File: src/rtl/systolic_ctrl_pkg.sv
// systolic_ctrl_pkg: shared state, opcode and error encodings for the systolic job sequencer
// Contents: state_t FSM encoding, OP_* job opcodes, ERR_* err_out codes.
package systolic_ctrl_pkg;
  typedef enum logic [2:0] {
    S_IDLE    = 3'd0,
    S_LOAD_A  = 3'd1,
    S_LOAD_B  = 3'd2,
    S_COMPUTE = 3'd3,
    S_DRAIN   = 3'd4,
    S_ERROR   = 3'd5
  } state_t;
  localparam logic [3:0] OP_MATMUL  = 4'h1;
  localparam logic [3:0] OP_REUSE_A = 4'h2;
  localparam logic [3:0] OP_RESEND  = 4'h3;
  localparam logic [1:0] ERR_NONE    = 2'd0;
  localparam logic [1:0] ERR_OP      = 2'd1;
  localparam logic [1:0] ERR_FRAME   = 2'd2;
  localparam logic [1:0] ERR_TIMEOUT = 2'd3;
endpackage

File: src/rtl/systolic_tx_drain.sv
// systolic_tx_drain: streams N_R result bytes from the result buffer to UART TX
// Ports: clk_in/rst_in (async active-low), start begins a drain from byte 0,
//   res_addr/res_rdata read the result buffer (data one cycle after address),
//   tx_valid/tx_data/tx_ready form the TX handshake, last_done marks the final handshake.
module systolic_tx_drain #(
  parameter int N_R = 36,
  parameter int AW  = 6
) (
  input  logic          clk_in,
  input  logic          rst_in,
  input  logic          start,
  output logic [AW-1:0] res_addr,
  input  logic [7:0]    res_rdata,
  output logic          tx_valid,
  output logic [7:0]    tx_data,
  input  logic          tx_ready,
  output logic          last_done
);
  localparam logic [1:0] P_IDLE = 2'd0;
  localparam logic [1:0] P_ADDR = 2'd1;
  localparam logic [1:0] P_DATA = 2'd2;
  localparam logic [1:0] P_TX   = 2'd3;
  logic [1:0]    phase;
  logic [AW-1:0] idx;
  logic          last;
  assign last      = idx == AW'(N_R - 1);
  assign last_done = tx_valid & tx_ready & last;
  // The next address is issued as soon as a byte is captured, so its data is
  // already waiting when the handshake completes: two cycles per byte at best.
  always_ff @(posedge clk_in or negedge rst_in)
    if (!rst_in) begin
      phase    <= P_IDLE;
      idx      <= '0;
      res_addr <= '0;
      tx_valid <= 1'b0;
      tx_data  <= '0;
    end else if (phase == P_IDLE) begin
      if (start) begin
        phase    <= P_ADDR;
        idx      <= '0;
        res_addr <= '0;
      end
    end else if (phase == P_ADDR) begin
      phase <= P_DATA;
    end else if (phase == P_DATA) begin
      tx_valid <= 1'b1;
      tx_data  <= res_rdata;
      phase    <= P_TX;
      if (!last) res_addr <= idx + 1'b1;
    end else if (tx_ready) begin
      tx_valid <= 1'b0;
      phase    <= last ? P_IDLE : P_DATA;
      if (!last) idx <= idx + 1'b1;
    end
endmodule

File: src/rtl/systolic_job_ctrl.sv
// systolic_job_ctrl: job sequencer for the 4-parallel Q8.24 systolic core
// Ports: clk_in/rst_in (async active-low); opcode_in/start_in request a job;
//   rx_valid/rx_data/rx_frame_err from UART RX; buf_* write the A/B operand buffers;
//   core_start/core_op/core_done talk to the core; res_addr/res_rdata read results;
//   tx_valid/tx_data/tx_ready feed UART TX; busy_out/done_out/err_out report status.
module systolic_job_ctrl
  import systolic_ctrl_pkg::*;
#(
  parameter int N_A          = 36,
  parameter int N_B          = 36,
  parameter int N_R          = 36,
  parameter int AW           = 6,
  parameter int RX_TIMEOUT   = 100000,
  parameter int CORE_TIMEOUT = 4096
) (
  input  logic          clk_in,
  input  logic          rst_in,
  input  logic [3:0]    opcode_in,
  input  logic          start_in,
  input  logic          rx_valid,
  input  logic [7:0]    rx_data,
  input  logic          rx_frame_err,
  output logic          buf_we,
  output logic          buf_sel,
  output logic [AW-1:0] buf_addr,
  output logic [7:0]    buf_wdata,
  output logic          core_start,
  output logic [3:0]    core_op,
  input  logic          core_done,
  output logic [AW-1:0] res_addr,
  input  logic [7:0]    res_rdata,
  output logic          tx_valid,
  output logic [7:0]    tx_data,
  input  logic          tx_ready,
  output logic          busy_out,
  output logic          done_out,
  output logic [1:0]    err_out
);
  localparam int GW = $clog2(RX_TIMEOUT + 1);
  localparam int CW = $clog2(CORE_TIMEOUT + 1);
  state_t        state;
  logic          start_q, start_edge, a_valid, r_valid, in_load, rx_end, go_drain, last_done;
  logic [AW-1:0] cnt, last_idx;
  logic [GW-1:0] gap;
  logic [CW-1:0] ccnt;
  assign start_edge = start_in & ~start_q;
  assign in_load    = state == S_LOAD_A || state == S_LOAD_B;
  assign last_idx   = state == S_LOAD_A ? AW'(N_A - 1) : AW'(N_B - 1);
  assign rx_end     = cnt == last_idx;
  assign busy_out   = in_load || state == S_COMPUTE || state == S_DRAIN;
  // core_done in the core_start cycle belongs to nobody and is ignored.
  assign go_drain   = (state == S_IDLE && start_edge && opcode_in == OP_RESEND && r_valid) ||
                      (state == S_COMPUTE && !core_start && core_done);
  always_ff @(posedge clk_in or negedge rst_in)
    if (!rst_in) begin
      state      <= S_IDLE;
      start_q    <= 1'b0;
      a_valid    <= 1'b0;
      r_valid    <= 1'b0;
      done_out   <= 1'b0;
      err_out    <= ERR_NONE;
      cnt        <= '0;
      gap        <= '0;
      ccnt       <= '0;
      core_start <= 1'b0;
      core_op    <= '0;
      buf_we     <= 1'b0;
      buf_sel    <= 1'b0;
      buf_addr   <= '0;
      buf_wdata  <= '0;
    end else begin
      start_q    <= start_in;
      buf_we     <= 1'b0;
      core_start <= 1'b0;
      if (state == S_IDLE && start_edge) begin
        core_op  <= opcode_in;
        done_out <= 1'b0;
        cnt      <= '0;
        gap      <= '0;
        ccnt     <= '0;
        if (opcode_in == OP_MATMUL) state <= S_LOAD_A;
        else if (opcode_in == OP_REUSE_A && a_valid) state <= S_LOAD_B;
        else if (go_drain) state <= S_DRAIN;
        else begin
          state   <= S_ERROR;
          err_out <= ERR_OP;
        end
      end else if (state == S_ERROR && start_edge) begin
        state   <= S_IDLE;
        err_out <= ERR_NONE;
      end else if (in_load) begin
        if (rx_frame_err || gap == GW'(RX_TIMEOUT)) begin
          state   <= S_ERROR;
          err_out <= rx_frame_err ? ERR_FRAME : ERR_TIMEOUT;
          // Only a partly overwritten A buffer is untrustworthy.
          if (state == S_LOAD_A && cnt != '0) a_valid <= 1'b0;
        end else if (rx_valid) begin
          buf_we    <= 1'b1;
          buf_sel   <= state == S_LOAD_B;
          buf_addr  <= cnt;
          buf_wdata <= rx_data;
          gap       <= '0;
          cnt       <= rx_end ? '0 : cnt + 1'b1;
          if (rx_end && state == S_LOAD_A) begin
            a_valid <= 1'b1;
            state   <= S_LOAD_B;
          end else if (rx_end) begin
            state      <= S_COMPUTE;
            core_start <= 1'b1;
          end
        end else gap <= gap + 1'b1;
      end else if (state == S_COMPUTE) begin
        ccnt <= ccnt + 1'b1;
        if (go_drain) begin
          state   <= S_DRAIN;
          r_valid <= 1'b1;
        end else if (ccnt == CW'(CORE_TIMEOUT)) begin
          state   <= S_ERROR;
          err_out <= ERR_TIMEOUT;
          r_valid <= 1'b0;
        end
      end else if (state == S_DRAIN && last_done) begin
        state    <= S_IDLE;
        done_out <= 1'b1;
      end
    end
  systolic_tx_drain #(.N_R(N_R), .AW(AW)) u_drain (
    .clk_in    (clk_in),
    .rst_in    (rst_in),
    .start     (go_drain),
    .res_addr  (res_addr),
    .res_rdata (res_rdata),
    .tx_valid  (tx_valid),
    .tx_data   (tx_data),
    .tx_ready  (tx_ready),
    .last_done (last_done)
  );
endmodule

File: config.mk
export PLATFORM = sky130hd
export DESIGN_NAME = systolic_job_ctrl
export DESIGN_NICKNAME = d
export VERILOG_FILES = /design/src/rtl/systolic_ctrl_pkg.sv /design/src/rtl/systolic_tx_drain.sv /design/src/rtl/systolic_job_ctrl.sv
export SDC_FILE = /design/constraint.sdc
export NUM_CORES = 1
export LEC_CHECK = 0
export BUFFER_PORTS_ARGS = -buffer_cell sky130_fd_sc_hd__buf_2
export CORE_MARGIN = 5
export CORE_UTILIZATION = 40
export CTS_BUF_LIST = sky130_fd_sc_hd__clkbuf_4
export DETAILED_ROUTE_END_ITERATION = 10
export GPL_TIMING_DRIVEN = 0
export PLACE_DENSITY = 0.6
export SKIP_CTS_REPAIR_TIMING = 1
export SYNTH_ARGS = -nofsm -noshare
export SYNTH_HDL_FRONTEND = slang
export SYNTH_SLANG_ARGS = --single-unit
File: constraint.sdc
create_clock -name clk_in -period 6.5 [get_ports clk_in]
set_clock_uncertainty 0.2 [all_clocks]
set_input_delay 0.65 -clock clk_in [delete_from_list [all_inputs] [get_ports clk_in]]
set_output_delay 0.65 -clock clk_in [all_outputs]
set_load 0.03 [all_outputs]
[Word-level counts from Yosys, hierarchy flattened]
Cells that the tools add are included.
Storage, ports and cells
  bits in registers: 89
  input bits: 27
  output and inout bits: 40
Operators by class
  $add $sub $neg: 4
  equal/unequal tests: 31
  multiplexer cells: 80
  bitwise gates (word level): 10
  reduce and logical (&&, ||, !) cells: 47
Operators with widths (number)
  $mux 6: 15
  $mux 17: 5
  $mux 13: 4
  $mux 3: 13
  $mux 2: 16
  $mux 1: 27
  $reduce_bool 2->1: 10
  $add 17x1->17 const B: 1
  $eq 17x17->1 const B: 1
  $ne 2x2->1 const B: 8
  $reduce_and 4->1: 4
  $reduce_and 5->1: 3
  $add 13x1->13 const B: 1
  $eq 13x13->1 const B: 1
  $add 6x1->6 const B: 2
  $eq 6x6->1 const B: 2
  $reduce_and 3->1: 4
  $reduce_bool 4->1: 3
  $logic_and 1x1->1: 10
  $eq 4x2->1 const B: 2
  $ne 2x1->1 const B: 4
  $not 1->1: 7
  $reduce_and 7->1: 1
  $eq 3x2->1 const B: 2
  other kinds (19): 26

[Depth between registers and ports, before layout]
Gate-level depths: netlist (run 1).
  depth in word-level cells: 11
  gate-level depth with buffers: 8
  depth with buffers taken out: 7

[Modules after synthesis]
Synthesis (run 1) repeated with hierarchy kept, for this count alone.
Second synthesis, totals
  cells, all modules: 462
  area total of the unflattened synthesis: 4635.7 µm²
By module, submodules not included
  systolic_job_ctrl: instances 1, cells each 356, area an instance 3488.3 µm², seq. area each 1651.6 µm²
  systolic_tx_drain: instances 1, cells each 106, area an instance 1147.4 µm², seq. area each 575.6 µm²

[Worst setup path after synthesis (run 1)]
OpenSTA, ideal clock, no wires.
  kind: input -> register
  from: input opcode_in[3]
  to: register u_drain.res_addr[0]
  arrival time: 2.132 ns
  required time: 6.175 ns
  setup slack: 4.043 ns
  stages: 5
  path through: or3b_2 -> nor2_1 -> a21oi_1 -> a211oi_4 -> mux2_2
On the way
  longest elaborated chain between the ends: 6
RTL lines
  start: declaration: RTL line systolic_job_ctrl.sv:18  | input logic [3:0] opcode_in,
  $eq 4x2->1: RTL line systolic_job_ctrl.sv:52  | assign go_drain = (state == S_IDLE && start_edge && opcode_in == OP_RESEND && r_valid) ||
  $logic_and 1x1->1 (2 in series): RTL line systolic_job_ctrl.sv:52
  $logic_or 1x1->1: RTL line systolic_job_ctrl.sv:52
  $ne 2x2->1 (no line)
  $reduce_and 4->1 (no line)
  end signal: assignment: RTL line systolic_tx_drain.sv:49  | if (!last) res_addr <= idx + 1'b1;
  end: declaration: RTL line systolic_tx_drain.sv:12  | output logic [AW-1:0] res_addr,
No other way between the ends.
A chain may end at the register's enable or synchronous reset.

[Worst setup path after layout (run 1)]
  from: register state[2]
  to: output busy_out
On the way
  longest elaborated chain between the ends: 4
  elaborated cells between the ends (all ways): 7
  those cells by class: eq/ne (4); reduce/logical (3)
RTL lines
  start: declaration: RTL line systolic_job_ctrl.sv:41  | state_t state;
  start signal: assignment: RTL line systolic_job_ctrl.sv:56  | state <= S_IDLE;
  start signal: assignment: RTL line systolic_job_ctrl.sv:81  | if (opcode_in == OP_MATMUL) state <= S_LOAD_A;
  start signal: assignment: RTL line systolic_job_ctrl.sv:82  | else if (opcode_in == OP_REUSE_A && a_valid) state <= S_LOAD_B;
  $eq 3x1->1 / $eq 3x2->1 (equally long branches): RTL line systolic_job_ctrl.sv:47  | assign in_load = state == S_LOAD_A || state == S_LOAD_B;
  $logic_or 1x1->1: RTL line systolic_job_ctrl.sv:47
  $logic_or 1x1->1: RTL line systolic_job_ctrl.sv:50  | assign busy_out = in_load || state == S_COMPUTE || state == S_DRAIN;
  $logic_or 1x1->1 (*): RTL line systolic_job_ctrl.sv:50
  end: declaration: RTL line systolic_job_ctrl.sv:35  | output logic busy_out,
Mark *: on every way between the ends. The rest lies on a longest branch, timed or not.

==> results of run 1 <==
==> layer usage <==
layer	track usage	wire, microns	share of wire
met4	0.0428	85	0.0081
met1	0.236	5180	0.50
met3	0.0396	480	0.046
met2	0.243	4690	0.45
met5	0	0	0
==> synth_stat cells, drive strengths merged, types with 3 or more instances <==
library cell,count,area (sq um)
inv,23,86.3
or3,7,43.8
nand2,41,154
o31ai,5,37.5
and4,8,70.1
ha,7,87.6
buf,7,31.3
and2,3,18.8
nor2,37,139
o211ai,5,37.5
mux2,31,349
o2bb2ai,4,35.0
a211oi,4,42.5
dfrtp,89,2230
xor2,11,96.3
or4,3,22.5
a31oi,9,56.3
and3,10,62.6
or2,3,18.8
clkbuf,9,33.8
nand3,16,80.1
a21boi,3,22.5
nor4,3,18.8
nand3b,3,22.5
a21o,3,22.5
o21ai,22,110
nand4,9,56.3
nand2b,9,56.3
a21oi,20,100
nor2b,4,25.0
o21a,5,37.5
nor3,6,35.0
mux2i,4,40.0
xnor2,6,52.6
==> where the power goes <==
part           total [uW]  switching, uW  internal, uW
logic                 811            521           290
clock network         313            195           118
registers             777           95.4           682
total                1900            812          1090
==> flip-flops by register name, summed over array words and instances (netlist names), 2 cells and up <==
signal,count
u_drain.tx_data,8
u_drain.idx,6
core_op,4
u_drain.res_addr,6
err_out,2
state,3
buf_wdata,8
cnt,6
ccnt,13
buf_addr,6
gap,17
u_drain.phase,2
==> final timing paths <==
kind	startpoint	endpoint	slack [ps]	cells after the start
max reg2reg	gap[3]	gap[16]	3700	6
min reg2reg	core_op[3]	core_op[3]	300	2
min	start_in	start_q	190	1
max in group asynchronous	rst_in	u_drain.phase[0]	4960	3
min in group asynchronous	rst_in	gap[6]	510	2
max	state[2]	busy_out	3680	4
==> through the flow <==
| step | power, uW | hold WS, ps |
|---|---|---|
| 6_report | 1900 | 193 |
| 5_1_grt | 2040 | 144 |
| 4_1_cts | 1920 | -49.0 |
| 3_5_place_dp | 1600 | 263 |
| 3_3_place_gp | 1580 | 262 |
| 2_1_floorplan | 1360 | 154 |
==> cells by family (layout without fill, tap and decap cells) <==
logic type | count (synthesis) | in the layout | share of synthesized area
AO/OA/AOI/OAI | 91 | 91 | 0.136
XOR/XNOR | 17 | 17 | 0.0326
adder cells (fa/ha/maj) | 7 | 7 | 0.0192
buffers and inverters | 39 | 123 | 0.0331
flip-flops | 89 | 89 | 0.488
multiplexers | 35 | 35 | 0.0852
AND/OR/NAND/NOR | 175 | 175 | 0.207
==> cell type report <==
| class | instances | area [sq um] |
|---|---|---|
| Clock inverter | 7 | 70.1 |
| Multi-Input combinational cell | 325 | 2190 |
| Sequential cell | 89 | 2230 |
| Inverter | 23 | 86.3 |
| Timing Repair Buffer | 68 | 370 |
| Tap cell | 143 | 179 |
| Fill cell | 1083 | 6070 |
| Clock buffer | 9 | 67.6 |
| Buffer | 16 | 65.1 |
==> run_results.csv, run 1 <==
group,metric,value,unit
cells_and_area,nets,566,
timing,hold_violations,0,
place,place_ws,3560,ps
timing,relSlewSlack,0.343,
clocking,worst_skew_pair.late_latency,430,ps
drt,wl_per_cell,15.3,microns
timing,rsz0062_at_grt,"false",
die,start_util,0.403,
global_route,grt_pass1_vias,3609,
synth,yosys_warnings,0,
drt,drt_iter0_drc,159,
timing,period_share,0.434,
cells_and_area,drive_above_1_share,0.233,
global_route,overflow,0,
synth,synth-main-ff-cell,"dfrtp_1",
cells_and_area,antenna_cells,0,
synth,async_flop_share,1.00,
cells_and_area,stdcell_count,680,
drt,via_per_inst,5.39,
worst_setup_path,crit_type,"flop to primary output",
die,rows,39,
global_route,grt_max_degree,55,
timing,setup_viol,0,
cells_and_area,syn_to_final_growth,15.0,%
worst_setup_path,cp_top_family,"buffers and inverters",
clocking,cts_root_buf,"clkbuf_4",
die,fp.dieH,117,microns
flow_run,cap_viol_max_count,0,
synth,seq_area_frac_synth,0.488,
timing,drv_slew,0,
place,routabilityCongestion,0.834,
synth,ys_ff_latch,89,
place,portBuffers,66,
worst_setup_path,crit_arrival,1970,ps
clocking,clock_path_buffers,2,
place,hpwlAfterDp,7630,microns
die,dieArea,13700,sq um
timing,worst_pin_slew,981,ps
worst_setup_path,cp_cell_sequence,"buf_2 > buf_1 > xnor2_1 > buf_2",
worst_setup_path,crit_buf_inv,3,
global_route,track_usage,0.162,
cells_and_area,layout_commonest_cell,"dfrtp_1",
clocking,cts.htree.levels,3,
synth,synth_cells,453,
drt,drc,0,
synth,synth_cell_types,58,
pwr,leakagePower,0.00238,uW
cells_and_area,final_cell_mix,"dfrtp_1, buf_2, nand2_1, nor2_1, mux2_2",
die,core,11300,sq um
timing,fin_tns_setup,0,ps
synth,synth-edff-count,0,
synth,syn_area,4570,sq um
die,num_io_pins,67,
pwr,peakVddDrop,0.228,mV
timing,period_needed,2820,ps
worst_setup_path,cp_data_required_time,5650,ps
worst_setup_path,cp-start-kind,"flop",
clocking,cts.clk_slew.worst_paths,140,ps
worst_setup_path,crit_fanout,10,
drt,drt-total-wl,10400,microns
worst_setup_path,cp_slowest_stage_delay,420,ps
drt,num_vias,3666,
clocking,cts.sinks,89,
place,placed_cell_area,5110,sq um
status,status,"completed",
clocking,cts-buffers-inserted,9,
timing,max_freq,355,MHz
pwr,p_per_area,362,nW/um^2
timing,layout_setup_ws,3680,ps
synth,synth_nets,487,
worst_setup_path,path_common_cell,"buf_2",
worst_setup_path,cpMaxStageDelayCell,"dfrtp_1",
worst_setup_path,crit_path_end_kind,"primary output",
cells_and_area,fin_util,0.464,
min_path,hp-class,"input pin to flop",
global_route,grt_pass1_wl,17700,microns
synth,synth.avg_cell_area,10.1,sq um
clocking,cts_tree,"built",
drt,firstDrtPassIters,5,
cells_and_area,fin_area,5250,sq um
drt,ant_nets,0,
place,place_inst,663,
global_route,antenna_found_initial,0,
die,die_w,117,microns
No activity file was read; power rests on OpenSTA's default activity.
==> inputs of run 2 (changes only) <==
PLACE_DENSITY = 0.63   (was 0.6)
clock period = 2.55 ns   (was 6.5 ns; I/O delays follow)
==> run_results.csv, run 2 (synthesized netlist as in run 1, its figures left out) <==
group,metric,value,unit
status,status,"completed",
drt,drt_iter0_drc,206,
place,hpwlAfterDp,7670,microns
die,core,11300,sq um
drt,firstDrtPassIters,6,
die,start_util,0.403,
clocking,clock_path_buffers,2,
die,rows,39,
clocking,cts.clk_slew.worst_paths,140,ps
clocking,cts.htree.levels,3,
pwr,peakVddDrop,0.635,mV
cells_and_area,antenna_cells,0,
place,place_inst,663,
worst_setup_path,cp-start-kind,"flop",
worst_setup_path,reg2regPathDepth,8,
timing,fin_tns_setup,0,ps
cells_and_area,stdcell_count,707,
timing,period_needed,2480,ps
worst_setup_path,crit_fanout,10,
worst_setup_path,crit_arrival,2630,ps
clocking,cts.sinks,89,
worst_setup_path,crit_path_end_kind,"flop",
worst_setup_path,cp_data_required_time,2700,ps
pwr,pwr-share-seq,0.403,
worst_setup_path,crit_start,"gap[0]",
min_path,hp-class,"input pin to asynchronous set/reset pin",
pwr,total_power,4930,uW
timing,hold_violations,0,
die,dieArea,13700,sq um
global_route,grt_max_degree,51,
cells_and_area,largestRegisters,"gap: 17 flops, ccnt: 13 flops",
clocking,worst_skew_pair.late_latency,440,ps
timing,drv_slew,0,
worst_setup_path,r2r_start,"gap[0]",
global_route,track_usage,0.163,
drt,num_vias,3770,
timing,max_freq,403,MHz
flow_run,cap_viol_max_count,0,
die,die_w,117,microns
timing,period_share,0.974,
pwr,p_switching,2100,uW
die,num_io_pins,67,
drt,wl_per_cell,15.3,microns
die,fp.dieH,117,microns
clocking,cts_tree,"built",
pwr,leakagePower,0.00252,uW
timing,worst_pin_slew,717,ps
drt,ant_nets,0,
pwr,internal_power,2830,uW
cells_and_area,largest_register_ffs,17,
global_route,grt_pass1_wl,17700,microns
cells_and_area,final_cell_mix,"dfrtp_1, buf_2, nand2_1, nor2_1, mux2_2",
timing,setup_viol,0,
clocking,cts_root_buf,"clkbuf_4",
cells_and_area,fill_cells,1098,
global_route,antenna_found_initial,0,
global_route,overflow,0,
drt,via_per_inst,5.33,
cells_and_area,syn_to_final_growth,22.4,%
drt,drt-total-wl,10900,microns
clocking,cts-buffers-inserted,9,
cells_and_area,layout_commonest_cell,"dfrtp_1",
pwr,power.share.clock,0.156,
cells_and_area,nets,594,
global_route,grt_pass1_vias,3622,
timing,relSlewSlack,0.520,
place,routabilityCongestion,0.826,
pwr,p_per_area,881,nW/um^2
cells_and_area,drive_above_1_share,0.255,
worst_setup_path,crit_type,"flop to flop",
pwr,swShare,0.426,
drt,drc,0,
cells_and_area,regMostFlops,"gap",
pwr,comb_power_share,0.441,
timing,rsz0062_at_grt,"true",
place,portBuffers,66,
run 2: changes by cell type in the layout (fill, tap and decap cells not counted), moves of 2 or more:
cell,before,now
nor3_4,0,2
clkbuf_2,0,5
dlygate4sd3_1,1,25
buf_4,1,5
buf_1,3,1
clkbuf_1,9,6
run 2: per-layer routing:
metal / vias to the layer above / part of all wire / GRT usage
li1: 1839 / - / -
met1: 1815 / 0.47 / 0.232
met2: 102 / 0.46 / 0.246
met3: 14 / 0.053 / 0.0406
met4: 0 / 0.013 / 0.0512
met5: - / 0 / 0
run 2: cell type report:
type	instances	area (sq um)	area share
Sequential cell	89	2230	0.399
Multi-Input combinational cell	325	2260	0.404
Timing Repair Buffer	96	641	0.115
Tap cell	143	179	0.0320
Clock inverter	6	60.1	0.0107
Buffer	16	71.3	0.0128
Clock buffer	9	67.6	0.0121
Inverter	23	86.3	0.0154
run 2: worst paths after layout:
| path | slack [ps] | endpoint |
|---|---|---|
| max in group asynchronous | 1380 | gap[0] |
| min reg2reg | 310 | core_op[1] |
| min in group clk_in | 190 | r_valid |
| min | 120 | u_drain.res_addr[1] |
| max reg2reg | 70 | gap[15] |
| max | 70 | gap[15] |
run 2: through the flow:
| step | setup slack, ps | utilization | hold slack, ps | instance area, sq um |
|---|---|---|---|---|
| finish | 66.1 | 0.494 | 124 | 5590 |
| global route | -47.4 | 0.494 | 147 | 5590 |
| CTS | -259 | 0.462 | -430 | 5230 |
| detailed placement | -267 | 0.451 | 76.6 | 5110 |
| global placement | -202 | 0.448 | 230 | 5080 |
| floorplan | 255 | - | -241 | 4570 |
run 2: power by group through the flow:
stage                     clock [uW]  combinational [uW]  sequential, uW
after CTS                        800                2090            1980
after global routing             862                2380            2040
after floorplan                    0                1090            2370
final                            767                2170            1990
after global placement             0                2040            1990
after detailed placement           0                2080            2000
run 2: critical path, cell delays in order, from the launching register on:
cell      delay, ps
dfrtp_2         430
inv_1            50
ha_1            220
and4b_1         230
and4_1          230
o21ai_0         410
clkbuf_2        300
a31oi_1         100
o21a_1          210
==> inputs of run 3 (changes only) <==
CORE_MARGIN = 2   (was 5)
==> run_results.csv, run 3 (synthesized netlist as in run 1, its figures left out) <==
group,metric,value,unit
timing,period_share,0.975,
global_route,track_usage,0.174,
clocking,cts_root_buf,"clkbuf_4",
timing,fin_tns_setup,0,ps
cells_and_area,syn_to_final_growth,24.3,%
place,place_ws,-213,ps
cells_and_area,layout_commonest_cell,"dfrtp_1",
cells_and_area,regMostFlops,"gap",
die,fp.dieH,111,microns
drt,ant_nets,0,
flow_run,cap_viol_max_count,0,
worst_setup_path,crit_type,"flop to flop",
clocking,worst_skew_pair.late_latency,450,ps
worst_setup_path,crit_path_end_kind,"flop",
die,rows,39,
die,dieArea,12300,sq um
timing,hold_violations,0,
pwr,power.share.clock,0.180,
pwr,swShare,0.418,
drt,drt_iter0_drc,251,
pwr,comb_power_share,0.432,
drt,firstDrtPassIters,4,
cells_and_area,final_cell_mix,"dfrtp_1, buf_2, nand2_1, nor2_1, mux2_2",
pwr,leakagePower,0.00257,uW
worst_setup_path,crit_fanout,7,
cells_and_area,nets,599,
timing,relSlewSlack,0.507,
global_route,grt_max_degree,52,
die,die_w,111,microns
clocking,cts.clk_slew.worst_paths,150,ps
die,num_io_pins,67,
drt,via_per_inst,5.42,
global_route,grt_pass1_vias,3683,
drt,drc,0,
pwr,peakVddDrop,0.611,mV
clocking,cts.sinks,89,
timing,setup_viol,0,
min_path,hp-class,"input pin to asynchronous set/reset pin",
place,hpwlAfterDp,7460,microns
worst_setup_path,cp_data_required_time,2720,ps
timing,worst_pin_slew,737,ps
pwr,pwr-share-seq,0.388,
drt,drt-total-wl,10800,microns
cells_and_area,antenna_cells,0,
pwr,total_power,5120,uW
status,status,"completed",
clocking,clock_path_buffers,2,
global_route,overflow,0,
clocking,cts_tree,"built",
place,portBuffers,66,
timing,period_needed,2490,ps
place,routabilityCongestion,0.856,
clocking,cts.htree.levels,3,
cells_and_area,largest_register_ffs,17,
timing,drv_slew,0,
die,start_util,0.405,
cells_and_area,drive_above_1_share,0.261,
global_route,grt.met1_usage,0.245,
timing,layout_setup_ws,63.4,ps
global_route,antenna_found_initial,0,
pwr,p_switching,2140,uW
die,core,11300,sq um
global_route,grt_busiest_layer,"met2",
pwr,p_per_area,901,nW/um^2
global_route,grt_use_met2,0.267,
pwr,internal_power,2980,uW
cells_and_area,largestRegisters,"gap: 17 flops, ccnt: 13 flops",
clocking,cts-buffers-inserted,9,
drt,wl_per_cell,15.1,microns
drt,num_vias,3865,
global_route,grt_pass1_wl,17700,microns
worst_setup_path,crit_arrival,2650,ps
worst_setup_path,cp-start-kind,"flop",
timing,rsz0062_at_grt,"true",
timing,max_freq,402,MHz
global_route,met3_usage,0.0290,
run 3: critical path, cell delays in order (launching register included):
cell,delay (ps)
dfrtp_1,420
inv_1,60
ha_1,220
and4b_1,220
and4_1,230
or3_4,420
or4b_1,480
a21oi_1,160
run 3: area by class of cell:
type	count	area (sq um)
Buffer	16	72.6
Sequential cell	89	2230
Fill cell	1015	5600
Clock buffer	10	75.1
Multi-Input combinational cell	325	2270
Timing Repair Buffer	101	678
Tap cell	143	179
Clock inverter	6	91.3
Inverter	23	86.3
run 3: metal layers:
layer	vias up	share of wire
met4	0	0.020
met3	16	0.044
li1	1852	-
met5	-	0
met1	1892	0.47
met2	105	0.47
run 3: metrics by stage:
step / utilization / hold slack, ps / cells / cell area [sq um]
floorplan: - / -241 / 453 / 4570
global placement: 0.450 / 231 / 662 / 5080
finish: 0.503 / 113 / 713 / 5680
global route: 0.503 / 160 / 713 / 5680
detailed placement: 0.453 / 72.2 / 663 / 5110
CTS: 0.468 / -426 / 679 / 5270
run 3: path summary, 6_finish.rpt:
| check | startpoint | endpoint | slack, ps | cells after the start |
|---|---|---|---|---|
| worst max-delay path | gap[0] | gap[4] | 60 | 7 |
| worst min-delay path | rst_in | gap[13] | 110 | 2 |
| worst max register to register | gap[0] | gap[4] | 60 | 7 |
| worst min register to register | core_op[1] | core_op[1] | 290 | 2 |
| max in group asynchronous | rst_in | r_valid | 1400 | 3 |
| min in group clk_in | core_done | r_valid | 200 | 4 |
run 3: power groups by stage:
stage	Combinational (uW)	Clock, uW	Sequential (uW)
detailed placement	2080	0	2000
global placement	2030	0	1990
floorplan	1090	0	2370
CTS	2080	941	1980
global route	2410	992	2030
finish	2210	920	1990
